===== src/rtl/uart_pkg.sv =====
// Shared UART types and constants, used by both the RX and TX sides.
package uart_pkg;

   localparam int OVERSAMPLE = 16;

   typedef enum logic [2:0] {
      IDLE,
      START,
      DATA,
      STOP,
      WAIT_HIGH
   } rx_state_t;

   // Clocks per oversample tick, rounded to nearest.
   function automatic int calc_div(input int clock_freq, input int baud_rate);
      return (clock_freq + (OVERSAMPLE / 2) * baud_rate) / (OVERSAMPLE * baud_rate);
   endfunction

endpackage


===== src/rtl/uart_byte_rx_if.sv =====
// Received-byte handshake: the receiver drives data/valid, the consumer drives ready.
interface uart_byte_rx_if;
   logic [7:0] rx_data;
   logic       rx_valid;
   logic       rx_ready;

   modport master (output rx_data, output rx_valid, input rx_ready);
   modport slave  (input rx_data, input rx_valid, output rx_ready);
endinterface


===== src/rtl/uart_baud_tick.sv =====
// Oversample tick generator: one-cycle tick every DIV clocks.
// Latency: first tick DIV clocks after clear deasserts.
// Backpressure: none; clear holds the phase at zero.
module uart_baud_tick #(
   parameter int DIV = 1
) (
   input  logic clk,
   input  logic rst,
   input  logic clear,
   output logic tick
);

   localparam int CW = (DIV > 1) ? $clog2(DIV) : 1;

   logic [CW-1:0] cnt;

   assign tick = !clear && (cnt == CW'(DIV - 1));

   always_ff @(posedge clk) begin
      if (rst || clear) begin
         cnt <= '0;
      end else if (tick) begin
         cnt <= '0;
      end else begin
         cnt <= cnt + CW'(1);
      end
   end

endmodule


===== src/rtl/uart_byte_rx.sv =====
// 8N1 UART receiver with 16x oversampling and a valid/ready byte output.
// Latency: byte presented 1 clk after the stop-bit mid-sample.
// Backpressure: one byte held; a byte completing while it is unconsumed is dropped with overrun.
module uart_byte_rx
   import uart_pkg::*;
#(
   parameter int CLOCK_FREQ = 50000000,
   parameter int BAUD_RATE  = 9600
) (
   input  logic           clk,
   input  logic           rst,
   input  logic           uart_rx,
   uart_byte_rx_if.master rx,
   output logic           frame_err,
   output logic           overrun,
   output logic           busy
);

   localparam int DIV = calc_div(CLOCK_FREQ, BAUD_RATE);

   generate
      if (DIV < 1) begin : g_div_check
         $error("uart_byte_rx: CLOCK_FREQ too low for BAUD_RATE, DIV < 1");
      end
   endgenerate

   rx_state_t  state, state_nxt;
   logic [3:0] tick_cnt, tick_cnt_nxt;
   logic [2:0] bit_idx, bit_idx_nxt;
   logic [7:0] shift, shift_nxt;
   logic       rx_meta, rx_sync;
   logic       tick;
   logic       deliver;
   logic       stop_low;

   always_ff @(posedge clk) begin
      if (rst) begin
         rx_meta <= 1'b1;
         rx_sync <= 1'b1;
      end else begin
         rx_meta <= uart_rx;
         rx_sync <= rx_meta;
      end
   end

   // Holding the divider in clear while idle re-phases ticks to each start edge.
   uart_baud_tick #(.DIV(DIV)) u_tick (
      .clk   (clk),
      .rst   (rst),
      .clear (state == IDLE),
      .tick  (tick)
   );

   always_ff @(posedge clk) begin
      if (rst) begin
         state    <= IDLE;
         tick_cnt <= '0;
         bit_idx  <= '0;
         shift    <= '0;
      end else begin
         state    <= state_nxt;
         tick_cnt <= tick_cnt_nxt;
         bit_idx  <= bit_idx_nxt;
         shift    <= shift_nxt;
      end
   end

   always_comb begin
      state_nxt    = state;
      tick_cnt_nxt = tick_cnt;
      bit_idx_nxt  = bit_idx;
      shift_nxt    = shift;
      deliver      = 1'b0;
      stop_low     = 1'b0;
      case (state)
         IDLE: begin
            if (!rx_sync) begin
               state_nxt    = START;
               tick_cnt_nxt = '0;
            end
         end
         START: begin
            if (tick) begin
               if (tick_cnt == 4'd7) begin
                  tick_cnt_nxt = '0;
                  bit_idx_nxt  = '0;
                  state_nxt    = rx_sync ? IDLE : DATA;
               end else begin
                  tick_cnt_nxt = tick_cnt + 4'd1;
               end
            end
         end
         DATA: begin
            // tick_cnt wraps 15 -> 0, so every 16th tick lands mid-bit.
            if (tick) begin
               tick_cnt_nxt = tick_cnt + 4'd1;
               if (tick_cnt == 4'd15) begin
                  shift_nxt = {rx_sync, shift[7:1]};
                  if (bit_idx == 3'd7) begin
                     state_nxt = STOP;
                  end else begin
                     bit_idx_nxt = bit_idx + 3'd1;
                  end
               end
            end
         end
         STOP: begin
            if (tick) begin
               tick_cnt_nxt = tick_cnt + 4'd1;
               if (tick_cnt == 4'd15) begin
                  if (rx_sync) begin
                     deliver   = 1'b1;
                     state_nxt = IDLE;
                  end else begin
                     stop_low  = 1'b1;
                     state_nxt = WAIT_HIGH;
                  end
               end
            end
         end
         WAIT_HIGH: begin
            if (rx_sync) begin
               state_nxt = IDLE;
            end
         end
         default: state_nxt = IDLE;
      endcase
   end

   always_ff @(posedge clk) begin
      if (rst) begin
         rx.rx_data  <= '0;
         rx.rx_valid <= 1'b0;
         frame_err   <= 1'b0;
         overrun     <= 1'b0;
      end else begin
         frame_err <= stop_low;
         overrun   <= 1'b0;
         if (deliver) begin
            // A handshake in the delivery cycle frees the slot for the new byte.
            if (!rx.rx_valid || rx.rx_ready) begin
               rx.rx_data  <= shift;
               rx.rx_valid <= 1'b1;
            end else begin
               overrun <= 1'b1;
            end
         end else if (rx.rx_valid && rx.rx_ready) begin
            rx.rx_valid <= 1'b0;
         end
      end
   end

   assign busy = (state != IDLE);

endmodule

===== src/flat_wrapper.sv =====
// flat-port wrapper written by rule: the top's interface ports become plain ports
module uart_byte_rx_flat import uart_pkg::*;
#(
   parameter int CLOCK_FREQ = 50000000,
   parameter int BAUD_RATE  = 9600
)
  (clk, rst, uart_rx, frame_err, overrun, busy, rx_rx_data, rx_rx_valid, rx_rx_ready);
  uart_byte_rx_if rx_i ();
  input  logic clk;
  input  logic rst;
  input  logic uart_rx;
  output logic frame_err;
  output logic overrun;
  output logic busy;
  output wire logic [$bits(rx_i.rx_data)-1:0] rx_rx_data;
  output wire logic [$bits(rx_i.rx_valid)-1:0] rx_rx_valid;
  input wire logic [$bits(rx_i.rx_ready)-1:0] rx_rx_ready;
  assign rx_rx_data = rx_i.rx_data;
  assign rx_rx_valid = rx_i.rx_valid;
  assign rx_i.rx_ready = rx_rx_ready;
  uart_byte_rx #(.CLOCK_FREQ(CLOCK_FREQ), .BAUD_RATE(BAUD_RATE)) u_core (.clk(clk), .rst(rst), .uart_rx(uart_rx), .rx(rx_i), .frame_err(frame_err), .overrun(overrun), .busy(busy));
endmodule

===== config.mk =====
export PLATFORM = sky130hd
export DESIGN_NAME = uart_byte_rx_flat
export DESIGN_NICKNAME = d
export VERILOG_FILES = /design/src/rtl/uart_pkg.sv /design/src/rtl/uart_byte_rx_if.sv /design/src/rtl/uart_baud_tick.sv /design/src/rtl/uart_byte_rx.sv /design/src/flat_wrapper.sv
export SDC_FILE = /design/constraint.sdc
export NUM_CORES = 1
export LEC_CHECK = 0
export BUFFER_PORTS_ARGS = -buffer_cell sky130_fd_sc_hd__buf_2
export CORE_UTILIZATION = 25
export CTS_CLUSTER_SIZE = 30
export DETAILED_ROUTE_END_ITERATION = 8
export PLACE_DENSITY = 0.51
export SYNTH_ARGS = -nofsm -noshare
export SYNTH_HDL_FRONTEND = slang
export SYNTH_SLANG_ARGS = --single-unit

===== constraint.sdc =====
create_clock -name clk -period 2.8 [get_ports clk]
set_input_delay 0.42 -clock clk [delete_from_list [all_inputs] [get_ports clk]]
set_output_delay 0.42 -clock clk [all_outputs]
set_load 0.02 [all_outputs]

==> metrics.md, run 1 <==
| Metric | Value |
|---|---|
| Status | completed |
| Post-synthesis compound-gate area fraction | approximately 6.9% |
| R2r worst-path depth | 4 |
| Hold slack | 0.314 ns |
| Total gr overflow | 0 |
| Final min period | approximately 2.2 ns |
| WHS Path Cells | 2 |
| Final worst path period share | 77.8% |
| WL met1 | 1810 µm |
| Pin count of the biggest net entering global routing | 35 |
| # rows | 30 |
| Arr. time, crit path | around 2.4 ns |
| EDFF count, synth | 0 |
| First-pass GRT wire length | roughly 5900 µm |
| CTS Root Cell | clkbuf_8 |
| FFs w/ async S/R, synth | 0% |
| Clk_skew | between 0.005 and 0.006 ns |
| Top layer in use | met4 |
| Worst hold endpoint | u_core.rx_meta$_SDFF_PP1_ |
| Synth-to-layout area growth | 14.5% |
| Post-synthesis instance area | 1790 µm² |
| Antenna violations before repair | 0 |
| Total number of vias | roughly 1,300 |
| Post-route DRC | 0 |
| Max cap viols | 0 |
| DRT antenna net count | 0 |
| Share of cells above drive strength 1 | between 15 and 20% |
| Peak supply drop | 0.163 mV |
| Slew Viols, Final | 0 |
| Setup_tns | 0 ns |
| Sink Count | 40 |
| Slew HR | 60.0% |
| CTS tree | yes |
| Synthesized area per cell | 9.63 µm² |
| GRT Total Usage | 9.99% |
| Post-Synth Simple-Gate Area | between 20 and 30% |
| Hold crit path type | input pin to flop |
| Worst-margin pin slew | 0.594 ns |
| Pwr dens | around 490 nW/µm² |
| Mux share of post-synthesis cell area | 8.39% |
| Post-CTS sizing | 0 |
| RSZ-0062 raised after global routing | false |
| WL met3 | ~94 µm |
| Clk_lat worst skew | between 0.2 and 0.3 ns |
| Synthesized flop and latch total | 40 |
| Drt total wl | ~3400 µm |
| Die Y | 86.6 µm |
| Core footprint | just under 7000 µm² |
| CTS Hold Bufs | 0 |
| Final Non-Filler Cells | slightly below 300 |
| Post-synthesis adder-cell area fraction | about 3.5% |
| Number of hold violations in the final report | 0 |
| Hold Startpoint | uart_rx |
| CP required | approximately 3.0 ns |
| Initial Utilization | 26.1% |
| Final instance area | 2050 µm² |
| PortBufs | 15 |
| Yosys warning total | 0 |
| DRT iter0 DRCs | 87 |
| Bufs on Longest Clock Path | 2 |
| Final worst setup slack | just over 0.6 ns |
| Static Leak | between 0.7 and 0.8 nW |
| Reg-to-reg slack, setup | slightly above 0.6 ns |
| Placer Congestion | about 0.69 |
| Top-Level Pins | 16 |
| Syn nets | ~200 |
| H-tree lvl count | 2 |
| FF-to-FF End | u_core.rx.rx_data[6]$_SDFFE_PP0P_ |
| Final setup vio count | 0 |
| Inserted Diodes | 0 |
| Cell Area, Placed | between 1500 and 2000 µm² |
| Netlist cell types | between 40 and 50 |
| Post-CTS setup buffers | 0 |
| DPL Wire Length | about 2300 µm |
| Max Freq | between 0.4 and 0.5 GHz |
| Register area share after synthesis | between 40 and 50% |
| Vias per inst | roughly 4.4 |
| Place WS | between 0.6 and 0.7 ns |
| Crit path launch type | flop |
| Nets@finish | approximately 210 |
| Commonest non-fill, non-tap cell in the layout | dfxtp_1 |
| Setup crit end kind | flop |
| Maximum fanout along the worst path | 7 |
| Largest family of logic cells by synthesized area | simple AND/OR/NAND/NOR gates |
| CTS clk-pin slew, worst paths | approximately 0.08 ns |
| Util after Layout | roughly 30% |
| Metal2 WL | between 1000 and 1500 µm |
| Mapped Cells | 186 |
| Commonest cells after routing, fill and taps aside | dfxtp_1 (40), nand2b_1 (21), mux2i_1 (15), nor2_1 (15), buf_2 (15) |
| Total CTS buffers | 5 |
| Worst r2r src | u_core.u_tick.cnt[3]$_SDFF_PP0_ |
| Crit Path Category | flop to flop |
| Die width | between 80 and 90 µm |
| Die Area | about 7500 µm² |
| Post-route total power | 1.00 mW |
| Drt wl/cell | 11.4 µm |
| Initial DRT Pass Iterations | 4 |
| Cell count after placement | approximately 290 |
| Top FF cell, synth | dfxtp_1 |
| Post-Synth XOR/XNOR Area | 3.42% |
| Vias in the first global route | about 1,200 |
## worst max path at each step
stage | cells after the start | start | to
floorplan | 5 | u_core.u_tick.cnt[3]$_SDFF_PP0_ | u_core.state[0]$_SDFFE_PP0P_
global placement | 4 | u_core.u_tick.cnt[3]$_SDFF_PP0_ | u_core.rx.rx_data[7]$_SDFFE_PP0P_
detailed placement | 4 | u_core.u_tick.cnt[3]$_SDFF_PP0_ | u_core.rx.rx_data[7]$_SDFFE_PP0P_
CTS | 4 | u_core.u_tick.cnt[3]$_SDFF_PP0_ | u_core.rx.rx_data[6]$_SDFFE_PP0P_
global route | 4 | u_core.u_tick.cnt[3]$_SDFF_PP0_ | u_core.rx.rx_data[7]$_SDFFE_PP0P_
finish | 4 | u_core.u_tick.cnt[3]$_SDFF_PP0_ | u_core.rx.rx_data[6]$_SDFFE_PP0P_
## sequential cells by signal, indices dropped and copies added, names as in the netlist
signal	flops
u_core.u_tick.cnt	9
u_core.rx.rx_data	8
u_core.shift	8
u_core.tick_cnt	4
u_core.bit_idx	3
u_core.state	3
u_core.frame_err	1
u_core.overrun	1
u_core.rx.rx_valid	1
u_core.rx_meta	1
u_core.rx_sync	1
## Yosys cell counts (all sizes together), types with 3 or more instances
cell type	instances	area (µm²)
o21ai	8	40.0
nand2	3	11.3
or4	3	22.5
nor3	4	25.0
mux2i	15	150
a21oi	4	20.0
nor2	15	56.3
nand3	12	60.1
dfxtp	40	801
and3	3	18.8
clkbuf	8	31.3
ha	5	62.6
or2	3	18.8
nand2b	21	131
xor2	6	52.6
nand3b	4	30.0
inv	5	18.8
## cells by family (layout without fill, tap and decap cells)
kind of cell,after synthesis,count (layout)
simple gates,86,86
flops,40,40
compound gates,19,19
mux,15,15
buf+inv,14,29
xor+xnor,7,7
fa+ha+maj,5,5
## layout make-up
class | instances | area, µm²
fillers | 709 | 4820
multi-input cells | 132 | 935
flip-flops and latches | 40 | 801
well taps | 96 | 120
clock buffers | 6 | 82.6
repair buffers | 16 | 82.6
inverters | 5 | 18.8
clock inverters | 2 | 10.0
## per-layer routing
metal  global-route usage (%)  vias up
li1                         -      682
met1                     14.1      597
met2                     14.4       16
met3                     2.95        3
met4                     3.64        0
met5                        0        -
## worst max-delay path: stages, from the launching register on
cell,delay (ns)
dfxtp_1,0.35
or4b_1,0.68
nor3_2,0.44
and3_1,0.42
mux2i_1,0.22
## report_power, final
| part | switching [mW] | internal (mW) |
|---|---|---|
| Clock | 0.205 | 0.197 |
| Combinational | 0.0158 | 0.0129 |
| Sequential | 0.00387 | 0.571 |
| Total | 0.224 | 0.781 |
Note: power is estimated with default switching activity, not from simulation.
==> run 2: changes to the inputs <==
==> constraint.sdc (replaced) <==
create_clock -name clk -period 2.23 [get_ports clk]
set_input_delay 0.3345 -clock clk [delete_from_list [all_inputs] [get_ports clk]]
set_output_delay 0.3345 -clock clk [all_outputs]
set_load 0.02 [all_outputs]
==> metrics.md, run 2 (synthesis gave the netlist of run 1 again) <==
| Metric | Value |
|---|---|
| Post-route DRC | 0 |
| Slew Viols, Final | 0 |
| RSZ-0062 raised after global routing | false |
| Total gr overflow | 0 |
| Total CTS buffers | 5 |
| Vias in the first global route | ~1,200 |
| Die width | slightly below 90 µm |
| Peak supply drop | approximately 0.17 mV |
| Die Y | 86.6 µm |
| Max Freq | roughly 0.47 GHz |
| Placer Congestion | around 0.69 |
| Drt wl/cell | about 11 µm |
| PortBufs | 15 |
| Clock Power Share | roughly two fifths |
| Final setup vio count | 0 |
| Die Area | ~7500 µm² |
| Cell count after placement | 295 |
| Clk_skew | approximately 0.0041 ns |
| Static Leak | between 0.7 and 0.8 nW |
| Final worst path period share | around 95% |
| Area of the multi-input gates | approximately 940 µm² |
| CTS tree | yes |
| Total number of vias | about 1,300 |
| Sequential Power Share | 56.8% |
| Synth-to-layout area growth | 17.4% |
| Nets@finish | roughly 220 |
| DRT antenna net count | 0 |
| Sw Ratio | 22.0% |
| Core footprint | 6870 µm² |
| First-pass GRT wire length | between 5000 and 6000 µm |
| Maximum fanout along the worst path | 6 |
| Bufs on Longest Clock Path | 2 |
| DPL Wire Length | 2370 µm |
| Psw | about 0.28 mW |
| Setup_tns | 0 ns |
| Crit Path Category | flop to flop |
| Drt total wl | ~3400 µm |
| Combinational power share | under 10% |
| CP required | approximately 2.5 ns |
| Share of cells above drive strength 1 | roughly 18% |
| CTS Root Cell | clkbuf_8 |
| Number of hold violations in the final report | 0 |
| Largest Register | u_core.u_tick.cnt |
| GRT Total Usage | about a tenth |
| CTS Hold Bufs | 0 |
| Top-Level Pins | 16 |
| H-tree lvl count | 2 |
| Top Registers | u_core.u_tick.cnt (9), u_core.rx.rx_data (8), u_core.shift (8) |
| Inserted Diodes | 0 |
| Crit-path cells | or4b_1 -> or3_4 -> a2111o_1 -> a31oi_1 |
| Arr. time, crit path | 2.34 ns |
| Commonest non-fill, non-tap cell in the layout | dfxtp_1 |
| CTS clk-pin slew, worst paths | around 0.08 ns |
| Vias per inst | ~4.3 |
| Number of fill cells | around 730 |
| Commonest cells after routing, fill and taps aside | dfxtp_1 (40), nand2b_1 (21), mux2i_1 (15), nor2_1 (15), buf_2 (15) |
| Initial DRT Pass Iterations | 5 |
| # rows | 30 |
| Number of flip-flops in the largest register | 9 |
| Status | completed |
| Final Non-Filler Cells | around 300 |
| Post-CTS setup buffers | 0 |
| Pwr dens | 602 nW/µm² |
| Flip-flop and latch area | between 800 and 900 µm² |
| Initial Utilization | 26.1% |
| Final instance area | roughly 2100 µm² |
| Cell Area, Placed | 2000 µm² |
| Slew HR | approximately 58% |
| Antenna violations before repair | 0 |
| Setup crit end kind | flop |
| Pin count of the biggest net entering global routing | 35 |
| Int Power | between 0.9 and 1 mW |
| CP max stage cell | or4b_1 |
| Sink Count | 40 |
| Worst-margin pin slew | roughly 0.63 ns |
| Final min period | about 2.1 ns |
| DRT iter0 DRCs | 84 |
| Clk_lat worst skew | approximately 0.29 ns |
| Crit path launch type | flop |
| Max cap viols | 0 |
| Max incr delay on CP | 0.68 ns |
| Hold crit path type | input pin to flop |
==> run 2: cell types whose count changed in the layout (fill, tap and decap cells not counted) <==
cell	before	now
clkinvlp_4	0	1
a2bb2oi_2	0	1
clkinv_2	2	0
buf_4	1	7
a2bb2oi_1	1	0
clkbuf_1	0	1
==> run 2: final cells by class <==
class	count	share of cell area, %
well taps	96	5.71
clock inverters	1	0.357
repair buffers	22	6.07
multi-input cells	132	44.8
inverters	5	0.893
flip-flops and latches	40	38.1
clock buffers	7	4.11
==> run 2: routing by layer <==
metal	GRT usage, %	vias to the layer above	wire length [µm]
met3	2.57	5	114
li1	-	697	-
met5	0	-	0
met2	14.2	19	1460
met1	14.1	588	1800
met4	4.39	0	53
==> run 2: worst max-delay path: cells and delay by family, from the launching register on <==
family / cells / cell delay (ns)
AOI/OAI and AO/OA: 2 / 0.58
DFF: 1 / 0.35
and+or+nand+nor: 2 / 1.13
==> run 2: what timing repair did <==
item	CTS	global route
endpoints found under the hold margin	0	0
setup endpoints to repair	0	3
gates resized for setup	0	1
==> run 2: path summary, 6_finish.rpt <==
check	from	slack, ns	depth (start not counted)	to
setup / recovery	u_core.u_tick.cnt[3]$_SDFF_PP0_	0.11	4	u_core.state[0]$_SDFFE_PP0P_
hold / removal	uart_rx	0.23	2	u_core.rx_meta$_SDFF_PP1_
setup reg to reg	u_core.u_tick.cnt[3]$_SDFF_PP0_	0.11	4	u_core.state[0]$_SDFFE_PP0P_
hold reg to reg	u_core.rx_meta$_SDFF_PP1_	0.41	1	u_core.rx_sync$_SDFF_PP1_
==> run 2: power groups by stage <==
stage	Sequential, mW	Combinational, mW	Clock [mW]
floorplan	0.735	0.0283	0
global placement	0.736	0.0419	0
detailed placement	0.736	0.0418	0
CTS	0.719	0.0421	0.522
global route	0.720	0.0456	0.551
finish	0.719	0.0413	0.505
==> run 2: stage by stage <==
| step | hold slack [ns] | setup WS (ns) | utilization (%) | total power, mW |
|---|---|---|---|---|
| after floorplan | 0.389 | 0.257 | - | 0.764 |
| after global placement | 0.395 | 0.167 | 29.1 | 0.778 |
| after detailed placement | 0.393 | 0.117 | 29.1 | 0.778 |
| after CTS | 0.223 | 0.0997 | 30.5 | 1.28 |
| after global routing | 0.224 | 0.00805 | 30.6 | 1.32 |
| final | 0.229 | 0.109 | 30.6 | 1.27 |
